<file path="config.mk">
export PLATFORM = sky130hd
export DESIGN_NAME = ppi_bus_master
export DESIGN_NICKNAME = d
export VERILOG_FILES = /design/src/rtl/ppi_bus_pkg.sv /design/src/rtl/ppi_bus_timer.sv /design/src/rtl/ppi_bus_master.sv
export SDC_FILE = /design/constraint.sdc
export NUM_CORES = 1
export LEC_CHECK = 0
export CORE_MARGIN = 2
export CORE_UTILIZATION = 48
export CTS_BUF_LIST = sky130_fd_sc_hd__clkbuf_16
export DETAILED_ROUTE_END_ITERATION = 6
export HOLD_SLACK_MARGIN = 0.08
export PLACE_DENSITY_LB_ADDON = 0.3
export SYNTH_ARGS = -nofsm -noshare
export SYNTH_HDL_FRONTEND = slang
export SYNTH_SLANG_ARGS = --single-unit
</file>
<file path="constraint.sdc">
create_clock -name CLK -period 2 [get_ports CLK]
set_input_delay 0.4 -clock CLK [delete_from_list [all_inputs] [get_ports CLK]]
set_output_delay 0.4 -clock CLK [all_outputs]
set_load 0.02 [all_outputs]
</file>
<file path="src/rtl/ppi_bus_pkg.sv">
// Shared types and constants for the PPI bus-cycle initiator.
package ppi_bus_pkg;

    typedef enum logic [2:0] {
        ST_IDLE   = 3'd0,
        ST_SETUP  = 3'd1,
        ST_STROBE = 3'd2,
        ST_HOLD   = 3'd3,
        ST_RESP   = 3'd4
    } bus_state_e;

    localparam logic [1:0] PPI_PORT_A = 2'd0;
    localparam logic [1:0] PPI_PORT_B = 2'd1;
    localparam logic [1:0] PPI_PORT_C = 2'd2;
    localparam logic [1:0] PPI_CTRL   = 2'd3;

    localparam logic       IDLE_CS_N    = 1'b1;
    localparam logic       IDLE_READ_N  = 1'b1;
    localparam logic       IDLE_WRITE_N = 1'b1;
    localparam logic       IDLE_DATA_OE = 1'b0;
    localparam logic [1:0] IDLE_ADDR    = 2'd0;
    localparam logic [7:0] IDLE_DATA    = 8'h00;
    localparam logic [7:0] ERR_RDATA    = 8'hFF;

    // The control register cannot be read back.
    function automatic logic req_illegal(input logic write, input logic [1:0] addr);
        return (!write) && (addr == PPI_CTRL);
    endfunction

endpackage

</file>
<file path="src/rtl/ppi_bus_timer.sv">
// Loadable down-counter shared by the SETUP, STROBE and HOLD phases.
module ppi_bus_timer #(
    parameter int unsigned W = 1
) (
    input  logic         clk_i,
    input  logic         rst_ni,
    input  logic         load_i,
    input  logic [W-1:0] load_val_i,
    output logic         done_o
);

    logic [W-1:0] cnt_q;
    logic [W-1:0] cnt_d;

    // Reload on phase entry, otherwise count down and saturate at zero.
    always_comb begin
        cnt_d = cnt_q;
        if (load_i) begin
            cnt_d = load_val_i;
        end else if (cnt_q != '0) begin
            cnt_d = cnt_q - W'(1);
        end else begin
            cnt_d = cnt_q;
        end
    end

    // Counter register.
    always_ff @(posedge clk_i or negedge rst_ni) begin
        if (!rst_ni) begin
            cnt_q <= '0;
        end else begin
            cnt_q <= cnt_d;
        end
    end

    assign done_o = (cnt_q == '0);

endmodule

</file>
<file path="src/rtl/ppi_bus_master.sv">
// Replays queued requests as timed 8255-style read/write cycles on the PPI CPU interface.
module ppi_bus_master
    import ppi_bus_pkg::*;
#(
    parameter int unsigned SETUP_CYCLES  = 1,
    parameter int unsigned STROBE_CYCLES = 2,
    parameter int unsigned HOLD_CYCLES   = 1
) (
    input  logic       CLK,
    input  logic       RESET_N,
    input  logic       req_valid,
    output logic       req_ready,
    input  logic       req_write,
    input  logic [1:0] req_addr,
    input  logic [7:0] req_wdata,
    output logic       rsp_valid,
    output logic [7:0] rsp_rdata,
    output logic       rsp_err,
    output logic [1:0] A,
    output logic       CS_N,
    output logic       READ_N,
    output logic       WRITE_N,
    output logic [7:0] DATA_OUT,
    output logic       DATA_OE,
    input  logic [7:0] DATA_IN
);

    localparam int unsigned MAX_SS = (SETUP_CYCLES > STROBE_CYCLES) ? SETUP_CYCLES : STROBE_CYCLES;
    localparam int unsigned MAX_CYC = (MAX_SS > HOLD_CYCLES) ? MAX_SS : HOLD_CYCLES;
    localparam int unsigned CW = (MAX_CYC > 1) ? $clog2(MAX_CYC) : 1;

    bus_state_e state_q;
    logic       wr_q;
    logic       err_q;
    logic [7:0] rdata_q;
    logic       ready_q;
    logic       rsp_valid_q;
    logic [7:0] rsp_rdata_q;
    logic       rsp_err_q;
    logic [1:0] a_q;
    logic       cs_n_q;
    logic       rd_n_q;
    logic       wr_n_q;
    logic [7:0] dout_q;
    logic       doe_q;

    logic          hs_s;
    logic          illegal_s;
    logic          tmr_load_s;
    logic [CW-1:0] tmr_val_s;
    logic          tmr_done_s;

    assign hs_s      = req_valid & ready_q;
    assign illegal_s = req_illegal(req_write, req_addr);

    // Timer reload value for whichever timed phase is about to be entered.
    always_comb begin
        tmr_load_s = 1'b0;
        tmr_val_s  = '0;
        case (state_q)
            ST_IDLE: begin
                if (hs_s && !illegal_s) begin
                    tmr_load_s = 1'b1;
                    tmr_val_s  = CW'(SETUP_CYCLES - 1);
                end else begin
                    tmr_load_s = 1'b0;
                end
            end
            ST_SETUP: begin
                if (tmr_done_s) begin
                    tmr_load_s = 1'b1;
                    tmr_val_s  = CW'(STROBE_CYCLES - 1);
                end else begin
                    tmr_load_s = 1'b0;
                end
            end
            ST_STROBE: begin
                if (tmr_done_s) begin
                    tmr_load_s = 1'b1;
                    tmr_val_s  = CW'(HOLD_CYCLES - 1);
                end else begin
                    tmr_load_s = 1'b0;
                end
            end
            default: begin
                tmr_load_s = 1'b0;
            end
        endcase
    end

    ppi_bus_timer #(.W(CW)) u_timer (
        .clk_i      (CLK),
        .rst_ni     (RESET_N),
        .load_i     (tmr_load_s),
        .load_val_i (tmr_val_s),
        .done_o     (tmr_done_s)
    );

    // Bus-cycle FSM; every pin and response output is a register.
    always_ff @(posedge CLK or negedge RESET_N) begin
        if (!RESET_N) begin
            state_q     <= ST_IDLE;
            wr_q        <= 1'b0;
            err_q       <= 1'b0;
            rdata_q     <= 8'h00;
            ready_q     <= 1'b0;
            rsp_valid_q <= 1'b0;
            rsp_rdata_q <= 8'h00;
            rsp_err_q   <= 1'b0;
            a_q         <= IDLE_ADDR;
            cs_n_q      <= IDLE_CS_N;
            rd_n_q      <= IDLE_READ_N;
            wr_n_q      <= IDLE_WRITE_N;
            dout_q      <= IDLE_DATA;
            doe_q       <= IDLE_DATA_OE;
        end else begin
            case (state_q)
                ST_IDLE: begin
                    ready_q <= 1'b1;
                    if (hs_s) begin
                        ready_q <= 1'b0;
                        wr_q    <= req_write;
                        if (illegal_s) begin
                            err_q   <= 1'b1;
                            rdata_q <= ERR_RDATA;
                            state_q <= ST_RESP;
                        end else begin
                            err_q   <= 1'b0;
                            rdata_q <= 8'h00;
                            a_q     <= req_addr;
                            cs_n_q  <= 1'b0;
                            dout_q  <= req_write ? req_wdata : IDLE_DATA;
                            doe_q   <= req_write;
                            state_q <= ST_SETUP;
                        end
                    end
                end
                ST_SETUP: begin
                    if (tmr_done_s) begin
                        rd_n_q  <= wr_q;
                        wr_n_q  <= !wr_q;
                        state_q <= ST_STROBE;
                    end
                end
                ST_STROBE: begin
                    if (tmr_done_s) begin
                        rd_n_q  <= IDLE_READ_N;
                        wr_n_q  <= IDLE_WRITE_N;
                        if (!wr_q) begin
                            rdata_q <= DATA_IN;
                        end
                        state_q <= ST_HOLD;
                    end
                end
                ST_HOLD: begin
                    if (tmr_done_s) begin
                        cs_n_q      <= IDLE_CS_N;
                        doe_q       <= IDLE_DATA_OE;
                        rsp_valid_q <= 1'b1;
                        rsp_err_q   <= err_q;
                        rsp_rdata_q <= rdata_q;
                        state_q     <= ST_RESP;
                    end
                end
                ST_RESP: begin
                    // A rejected request arrives here without the pulse raised yet.
                    if (!rsp_valid_q) begin
                        rsp_valid_q <= 1'b1;
                        rsp_err_q   <= err_q;
                        rsp_rdata_q <= rdata_q;
                    end else begin
                        rsp_valid_q <= 1'b0;
                        rsp_err_q   <= 1'b0;
                        rsp_rdata_q <= 8'h00;
                        ready_q     <= 1'b1;
                        state_q     <= ST_IDLE;
                    end
                end
                default: begin
                    state_q     <= ST_IDLE;
                    ready_q     <= 1'b0;
                    rsp_valid_q <= 1'b0;
                    cs_n_q      <= IDLE_CS_N;
                    rd_n_q      <= IDLE_READ_N;
                    wr_n_q      <= IDLE_WRITE_N;
                    doe_q       <= IDLE_DATA_OE;
                end
            endcase
        end
    end

    assign req_ready = ready_q;
    assign rsp_valid = rsp_valid_q;
    assign rsp_rdata = rsp_rdata_q;
    assign rsp_err   = rsp_err_q;
    assign A         = a_q;
    assign CS_N      = cs_n_q;
    assign READ_N    = rd_n_q;
    assign WRITE_N   = wr_n_q;
    assign DATA_OUT  = dout_q;
    assign DATA_OE   = doe_q;

endmodule

</file>
==> flow_summary.toml, run 1 <==
[clocking]
cts_buffers = 5
postCtsHoldBufs = 0
htree_levels = 2
clockBufferDepth = 2
post-cts-setup-buffers = 0
cts_tree = "done"
cts_sinks = 39
cts-root-buf = "clkbuf_16"
ctsResizeCount = 0
clkSlewWorstSetupHoldPaths_ns = 0.06
clock_latency_ns = 0.29

[logic_synthesis]
synth.area.top_cells = "dfrtp_1 (49%), a21oi_1 (6.0%), mux2i_1 (4.9%)"
yosysTopAreaCellShare_pct = 48.8
synth_seq_area_share_pct = 53.0
syn_area_per_cell_um2 = 10.6
syn_inst = 174
yosysUniqueCellTypes = 42
async_reset_ff_share_pct = 100
synthesis.nets = 196
synth_seq_cells = 39
synth_edf_count = 0
synth_warnings = 0
yosysTopAreaCell = "dfrtp_1"
synth_flop_cell = "dfrtp_1"
syn-cell-area_um2 = 1850

[worst_setup_path]
path_delay_family = "buffers and inverters"
max_stage_delay_ns = 0.60
criticalPathCategory = "reg -> out"
cp_slowest_cell = "clkdlybuf4s50_1"
crit_path_start_kind = "register"
end_kind = "output pin"
path_buf_inv = 1
critPathMaxFanout = 3
critPathRequiredTime_ns = 1.60
cp.arrival_ns = 1.43
path_cells = "clkdlybuf4s50_1"

[timing]
rsz0062_at_grt = "no"
setup-violations-final = 0
hold_viol = 0
timing.hold.ws_ns = 0.160
period_minus_slack_ns = 1.83
finalCritPeriodShare_pct = 91.6
worst_clock_skew_ns = 0.00449
fmax_mhz = 546
fin_tns_setup_ns = 0
worst_pin_slew_ns = 0.484
finalMaxSlewViolations = 0
relSlewSlack_pct = 67.7
fin_ws_ns = 0.169

[pwr]
p_leak_nw = 1.14
powerDensity_nw_per_um2 = 1630
ir_drop_v = 0.000886
fin_total_pwr_mw = 4.22

[run]
drv_cap = 0

[global_route]
grtUsageMet2_pct = 37.8
grt_antenna_before_repair = 0
grt_pass1_wl_mm = 7.38
grt_usage_pct = 22.8
use_met3_pct = 5.79
grt_remaining_overflow = 0
grt-busiest-layer = "met2"
grt_start_max_net_pins = 40
grt_use_met1_pct = 28.1
grt_pass1_vias = 1569

[floorplan]
core_area_um2 = 3690
start_util_pct = 50.1
die_area_um2 = 4360
fp.dieH_um = 66.0
row_count = 22
ioPinCount = 47
die_w_um = 66.0

[cells_and_area]
multiInputGateArea_um2 = 751
fin_nets = 249
drive_above_1_share_pct = 14.0
final_util_pct = 70.2
seqCellArea_um2 = 980
n_antenna_cell = 0
area_growth_pct = 40.2
fill_cells = 288

[placed_design]
post-place-ws_ns = -0.00286
hpwl_mm = 2.90
io_buffers = 46
place.gp.congestion = 0.869

[routing]
wirelength_mm = 4.29
drt_pass1_iterations = 4
vias = 1531
via_per_inst = 5.55
route.detailed.drc = 0
postRouteAntennaNets = 0
drt_iter0_markers = 78
wl_per_cell_um = 15.6

[worst_hold_path]
hold_path_class = "in -> async"

[status]
status = "completed"
-- sequential cells by signal, summed over array words and instances, names as in the netlist, 2 cells and up --
| signal | count |
|---|---|
| A | 2 |
| state_q | 3 |
| rdata_q | 8 |
| rsp_rdata | 8 |
| DATA_OUT | 8 |
-- area by class of cell --
class / count / area share [%]
Clock buffer: 5 / 4.83
Clock inverter: 3 / 2.46
Inverter: 12 / 1.74
Multi-Input combinational cell: 110 / 29.0
Sequential cell: 39 / 37.8
Tap cell: 48 / 2.32
Timing Repair Buffer: 59 / 21.8
-- cell families after synthesis --
logic type	count (synthesis)	synth area share (%)
buffers and inverters	25	6.30
AND/OR/NAND/NOR	41	14.0
AO/OA/AOI/OAI	57	19.9
multiplexers	11	6.30
XOR/XNOR	1	0.474
flip-flops	39	53.0
-- path summary, 6_finish.rpt --
path	start	slack [ns]	to	cells past startpoint
max	CS_N	0.17	CS_N	1
min	RESET_N	0.16	rdata_q[0]	2
max reg2reg	state_q[1]	0.30	rdata_q[0]	5
min reg2reg	DATA_OUT[7]	0.50	DATA_OUT[7]	1
max in group asynchronous	RESET_N	1.48	WRITE_N	2
min in group CLK	DATA_OUT[7]	0.50	DATA_OUT[7]	1
-- metal layers --
| metal | vias to the layer above | routed length, um |
|---|---|---|
| met2 | 57 | 2110 |
| li1 | 721 | - |
| met4 | 0 | 70 |
| met1 | 746 | 1860 |
| met3 | 7 | 259 |
| met5 | - | 0 |
-- synth_stat cells, types with 2 or more instances --
library cell,instances
o31a_1,2
inv_1,12
a22o_1,9
nand2b_1,2
nand3b_1,3
and2_1,2
nor2b_1,3
clkbuf_1,8
a21oi_1,22
nand3_1,10
mux2i_1,9
buf_1,2
dfrtp_1,36
buf_6,3
dfstp_2,3
o21ai_0,14
nor2_1,8
o31ai_1,2
-- stage by stage --
stage | area (um2) | cells
CTS | 2590 | 276
floorplan | 1850 | 174
global placement | 2400 | 268
global route | 2590 | 276
finish | 2590 | 276
detailed placement | 2400 | 268
-- cells in the final DEF (no fill, tap or decap), types with 5 or more instances in the layout --
| cell type | n |
|---|---|
| clkdlybuf4s50_1 | 45 |
| dfrtp_1 | 36 |
| a21oi_1 | 22 |
| o21ai_0 | 14 |
| inv_1 | 13 |
| buf_4 | 12 |
| nand3_1 | 10 |
| a22o_1 | 9 |
| mux2i_1 | 9 |
| nor2_1 | 8 |
| clkbuf_16 | 5 |
-- power by group --
group          leakage, nW  internal (mW)  switching (mW)
clock network       0.0952          0.710           0.305
registers            0.495           1.12           0.231
logic                0.547          0.916           0.941
Power figures use the tool's default switching activity.
==> run 2: changes to the inputs <==
PLACE_DENSITY = 0.79   (was default)
PLACE_DENSITY_LB_ADDON = default   (was 0.3)
==> run 2 against run 1 <==
Net effect:
- final cell count stayed put
- count of clock-buffer cells in the layout stayed put
- design area is 2.0% lower
- combinational power hardly changed
- highest routed layer unchanged
- sequential power hardly changed
- die area stayed put
==> flow_summary.toml, run 2 (synthesized netlist as in run 1, its figures left out) <==
[timing]
fmax_mhz = 546
setup-violations-final = 0
hold_viol = 0
relSlewSlack_pct = 67.0
period_minus_slack_ns = 1.83
finalCritPeriodShare_pct = 91.6
worst_pin_slew_ns = 0.495
finalMaxSlewViolations = 0
worst_clock_skew_ns = 0.00372
rsz0062_at_grt = "no"
fin_tns_setup_ns = 0

[clocking]
cts_tree = "done"
htree_levels = 2
post-cts-setup-buffers = 0
clkSlewWorstSetupHoldPaths_ns = 0.05
cts_buffers = 5
cts_sinks = 39
clock_latency_ns = 0.28
clockBufferDepth = 2
postCtsHoldBufs = 0
cts-root-buf = "clkbuf_16"
ctsResizeCount = 0

[worst_setup_path]
worstRegToRegCells = 5
r2r_slack_ns = 0.33
path_buf_inv = 1
cp_slowest_cell = "clkdlybuf4s50_1"
cp.arrival_ns = 1.43
reg2reg_from = "state_q[1]"
crit-reg2reg-capture = "rdata_q[5]"
path_delay_family = "buffers and inverters"
critPathRequiredTime_ns = 1.60
crit_start = "CS_N"
end_kind = "output pin"
crit_end = "CS_N"
max_stage_delay_ns = 0.60
cp.depth = 1
crit_path_start_kind = "register"
critPathMaxFanout = 3
path_cells = "clkdlybuf4s50_1"
criticalPathCategory = "reg -> out"

[routing]
postRouteAntennaNets = 0
drt_pass1_iterations = 4
vias = 1565
route.detailed.drc = 0
wl_per_cell_um = 16.0
drt_iter0_markers = 99
via_per_inst = 5.67
wirelength_mm = 4.43

[run]
drv_cap = 0

[status]
status = "completed"

[pwr]
ir_drop_v = 0.000644
p_leak_nw = 1.11
powerDensity_nw_per_um2 = 1560

[placed_design]
io_buffers = 46
place.gp.congestion = 0.852
hpwl_mm = 3.11
dp.cells = 268

[floorplan]
ioPinCount = 47
die_w_um = 66.0
core_area_um2 = 3690
start_util_pct = 50.1
row_count = 22
fp.dieH_um = 66.0
die_area_um2 = 4360

[cells_and_area]
area_growth_pct = 37.5
final_common_cell = "clkdlybuf4s50_1"
n_antenna_cell = 0
drive_above_1_share_pct = 13.6
final_cells = 276
fin_nets = 249
layout_common_cells = "clkdlybuf4s50_1 (45), dfrtp_1 (36), a21oi_1 (22)"

[global_route]
grt_pass1_vias = 1544
grt_pass1_wl_mm = 7.31
grt_antenna_before_repair = 0
grt_remaining_overflow = 0
grt_usage_pct = 22.6
grt_start_max_net_pins = 40

[worst_hold_path]
hold_path_class = "in -> async"
run 2: changes by cell type in the layout (fill, tap and decap cells not counted), sizes merged:
cell    delta
bufinv     -2
clkinv     +2
run 2: stage by stage:
stage	power [mW]	util (%)	worst slack, ns	hold slack [ns]	instance area (um2)
final	3.96	68.8	0.168	0.170	2540
after detailed placement	3.20	65.1	0.0471	0.480	2400
after global routing	4.22	68.8	0.138	0.206	2540
after floorplan	2.46	-	0.274	0.104	1850
after global placement	3.13	65.1	0.0739	0.466	2400
after CTS	3.97	68.8	0.167	0.181	2540
run 2: worst min path at each step:
stage | startpoint | end | slack, ns | depth (start not counted)
detailed placement | RESET_N | DATA_OUT[0] | 0.48 | 2
CTS | RESET_N | DATA_OUT[0] | 0.18 | 2
floorplan | RESET_N | A[0] | 0.10 | 0
global placement | RESET_N | DATA_OUT[0] | 0.47 | 2
global route | RESET_N | rsp_rdata[4] | 0.21 | 2
finish | RESET_N | rsp_rdata[7] | 0.17 | 2
run 2: routing by layer:
| metal | GRT usage (%) | part of all wire, % | wire length (um) |
|---|---|---|---|
| met1 | 28.3 | 43 | 1920 |
| met2 | 36.2 | 48 | 2110 |
| met3 | 6.98 | 7.5 | 333 |
| met4 | 9.44 | 1.3 | 59 |
| met5 | 0 | 0 | 0 |
run 2: where the power goes:
group | leakage, nW | internal, mW | switching (mW) | total (mW)
sequential | 0.495 | 1.12 | 0.239 | 1.35
combinational | 0.546 | 0.922 | 0.936 | 1.86
clock | 0.0724 | 0.450 | 0.294 | 0.744
run 2: cell type report:
| cell class | count | area, um2 |
|---|---|---|
| Timing Repair Buffer | 59 | 566 |
| Tap cell | 48 | 60.1 |
| Sequential cell | 39 | 980 |
| Clock buffer | 5 | 125 |
| Clock inverter | 3 | 12.5 |
| Multi-Input combinational cell | 110 | 751 |
| Fill cell | 291 | 1150 |
| Inverter | 12 | 45.0 |
==> run 3: changes to the inputs <==
CORE_ASPECT_RATIO = 2   (was default)
==> run 3 against run 2 <==
Net effect:
- total power rose by 0.75%
- core utilization rose by 1.4 points
- clock skew rose by 0.0018 ns
- clock power rose by 1%
- count of clock-buffer cells in the layout did not move
- routed wire length rose by 3.5%
- design area rose by 0.79%
==> flow_summary.toml, run 3 (synthesized netlist as in run 1, its figures left out) <==
[placed_design]
dp.cells = 271
place.gp.congestion = 0.828
io_buffers = 46
hpwl_mm = 3.42

[cells_and_area]
final_cells = 279
area_growth_pct = 38.5
layout_common_cells = "clkdlybuf4s50_1 (45), dfrtp_1 (36), a21oi_1 (22)"
drive_above_1_share_pct = 14.8
n_antenna_cell = 0
fin_nets = 251
final_common_cell = "clkdlybuf4s50_1"

[routing]
wl_per_cell_um = 16.4
vias = 1556
wirelength_mm = 4.58
route.detailed.drc = 0
drt_pass1_iterations = 4
postRouteAntennaNets = 0
via_per_inst = 5.58
drt_iter0_markers = 38

[timing]
fin_tns_setup_ns = 0
relSlewSlack_pct = 68.2
worst_pin_slew_ns = 0.476
setup-violations-final = 0
finalMaxSlewViolations = 0
fmax_mhz = 547
period_minus_slack_ns = 1.83
hold_viol = 0
rsz0062_at_grt = "no"
finalCritPeriodShare_pct = 91.5
worst_clock_skew_ns = 0.00553

[worst_setup_path]
max_stage_delay_ns = 0.66
cp_slowest_cell = "clkdlybuf4s50_1"
r2r_slack_ns = 0.31
path_cells = "clkdlybuf4s50_1"
path_delay_family = "buffers and inverters"
reg2reg_from = "state_q[2]"
path_buf_inv = 1
crit_start = "req_ready"
critPathRequiredTime_ns = 1.60
crit_path_start_kind = "register"
cp.arrival_ns = 1.43
criticalPathCategory = "reg -> out"
end_kind = "output pin"
critPathMaxFanout = 7

[run]
drv_cap = 0

[floorplan]
row_count = 31
die_w_um = 47.9
fp.dieH_um = 91.7
die_area_um2 = 4390
ioPinCount = 47
start_util_pct = 50.7
core_area_um2 = 3650

[clocking]
ctsResizeCount = 0
clkSlewWorstSetupHoldPaths_ns = 0.06
clock_latency_ns = 0.28
htree_levels = 2
postCtsHoldBufs = 0
post-cts-setup-buffers = 0
cts_buffers = 5
cts_sinks = 39
cts-root-buf = "clkbuf_16"
cts_tree = "done"
clockBufferDepth = 2

[pwr]
p_leak_nw = 1.12
powerDensity_nw_per_um2 = 1560
ir_drop_v = 0.000863

[global_route]
grt_usage_pct = 24.0
grt_antenna_before_repair = 0
grt_pass1_vias = 1673
grt_pass1_wl_mm = 7.54
grt_start_max_net_pins = 40
grt_remaining_overflow = 0

[status]
status = "completed"

[worst_hold_path]
hold_path_class = "in -> async"
run 3: cell types whose count changed in the layout (fill, tap and decap cells not counted):
cell	before	now
clkinv_1	1	0
clkinvlp_4	0	1
buf_4	12	14
run 3: layer usage:
| layer | GRT usage [%] | vias to the layer above | wire length (um) |
|---|---|---|---|
| li1 | - | 727 | - |
| met1 | 26.0 | 751 | 1670 |
| met2 | 39.3 | 61 | 2490 |
| met3 | 4.92 | 17 | 236 |
| met4 | 14.6 | 0 | 184 |
| met5 | 0 | - | 0 |
run 3: final cells by class:
class,instances,area (um2)
clock buffers,5,125
multi-input cells,110,751
clock inverters,3,16.3
repair buffers,61,581
well taps,49,61.3
flip-flops and latches,39,980
fillers,303,1090
inverters,12,45.0
run 3: path summary, 6_finish.rpt:
check                               end  depth (start not counted)
setup / recovery              req_ready                          1
hold / removal              DATA_OUT[5]                          2
setup reg to reg           rsp_rdata[6]                          4
hold reg to reg             DATA_OUT[3]                          1
max in group asynchronous          CS_N                          2
min in group CLK            DATA_OUT[3]                          1
run 3: power by group:
group / switching, mW / internal (mW)
sequential: 0.233 / 1.12
clock: 0.299 / 0.454
combinational: 0.956 / 0.928
run 3: metrics by stage:
stage	utilization (%)	worst slack, ns	hold slack (ns)	area [um2]	power, mW
detailed placement	66.3	0.0442	0.476	2420	3.23
global placement	66.3	0.0676	0.468	2420	3.15
CTS	70.2	0.165	0.176	2560	4.00
finish	70.2	0.170	0.162	2560	3.99
global route	70.2	0.140	0.211	2560	4.23
floorplan	-	0.274	0.104	1850	2.46
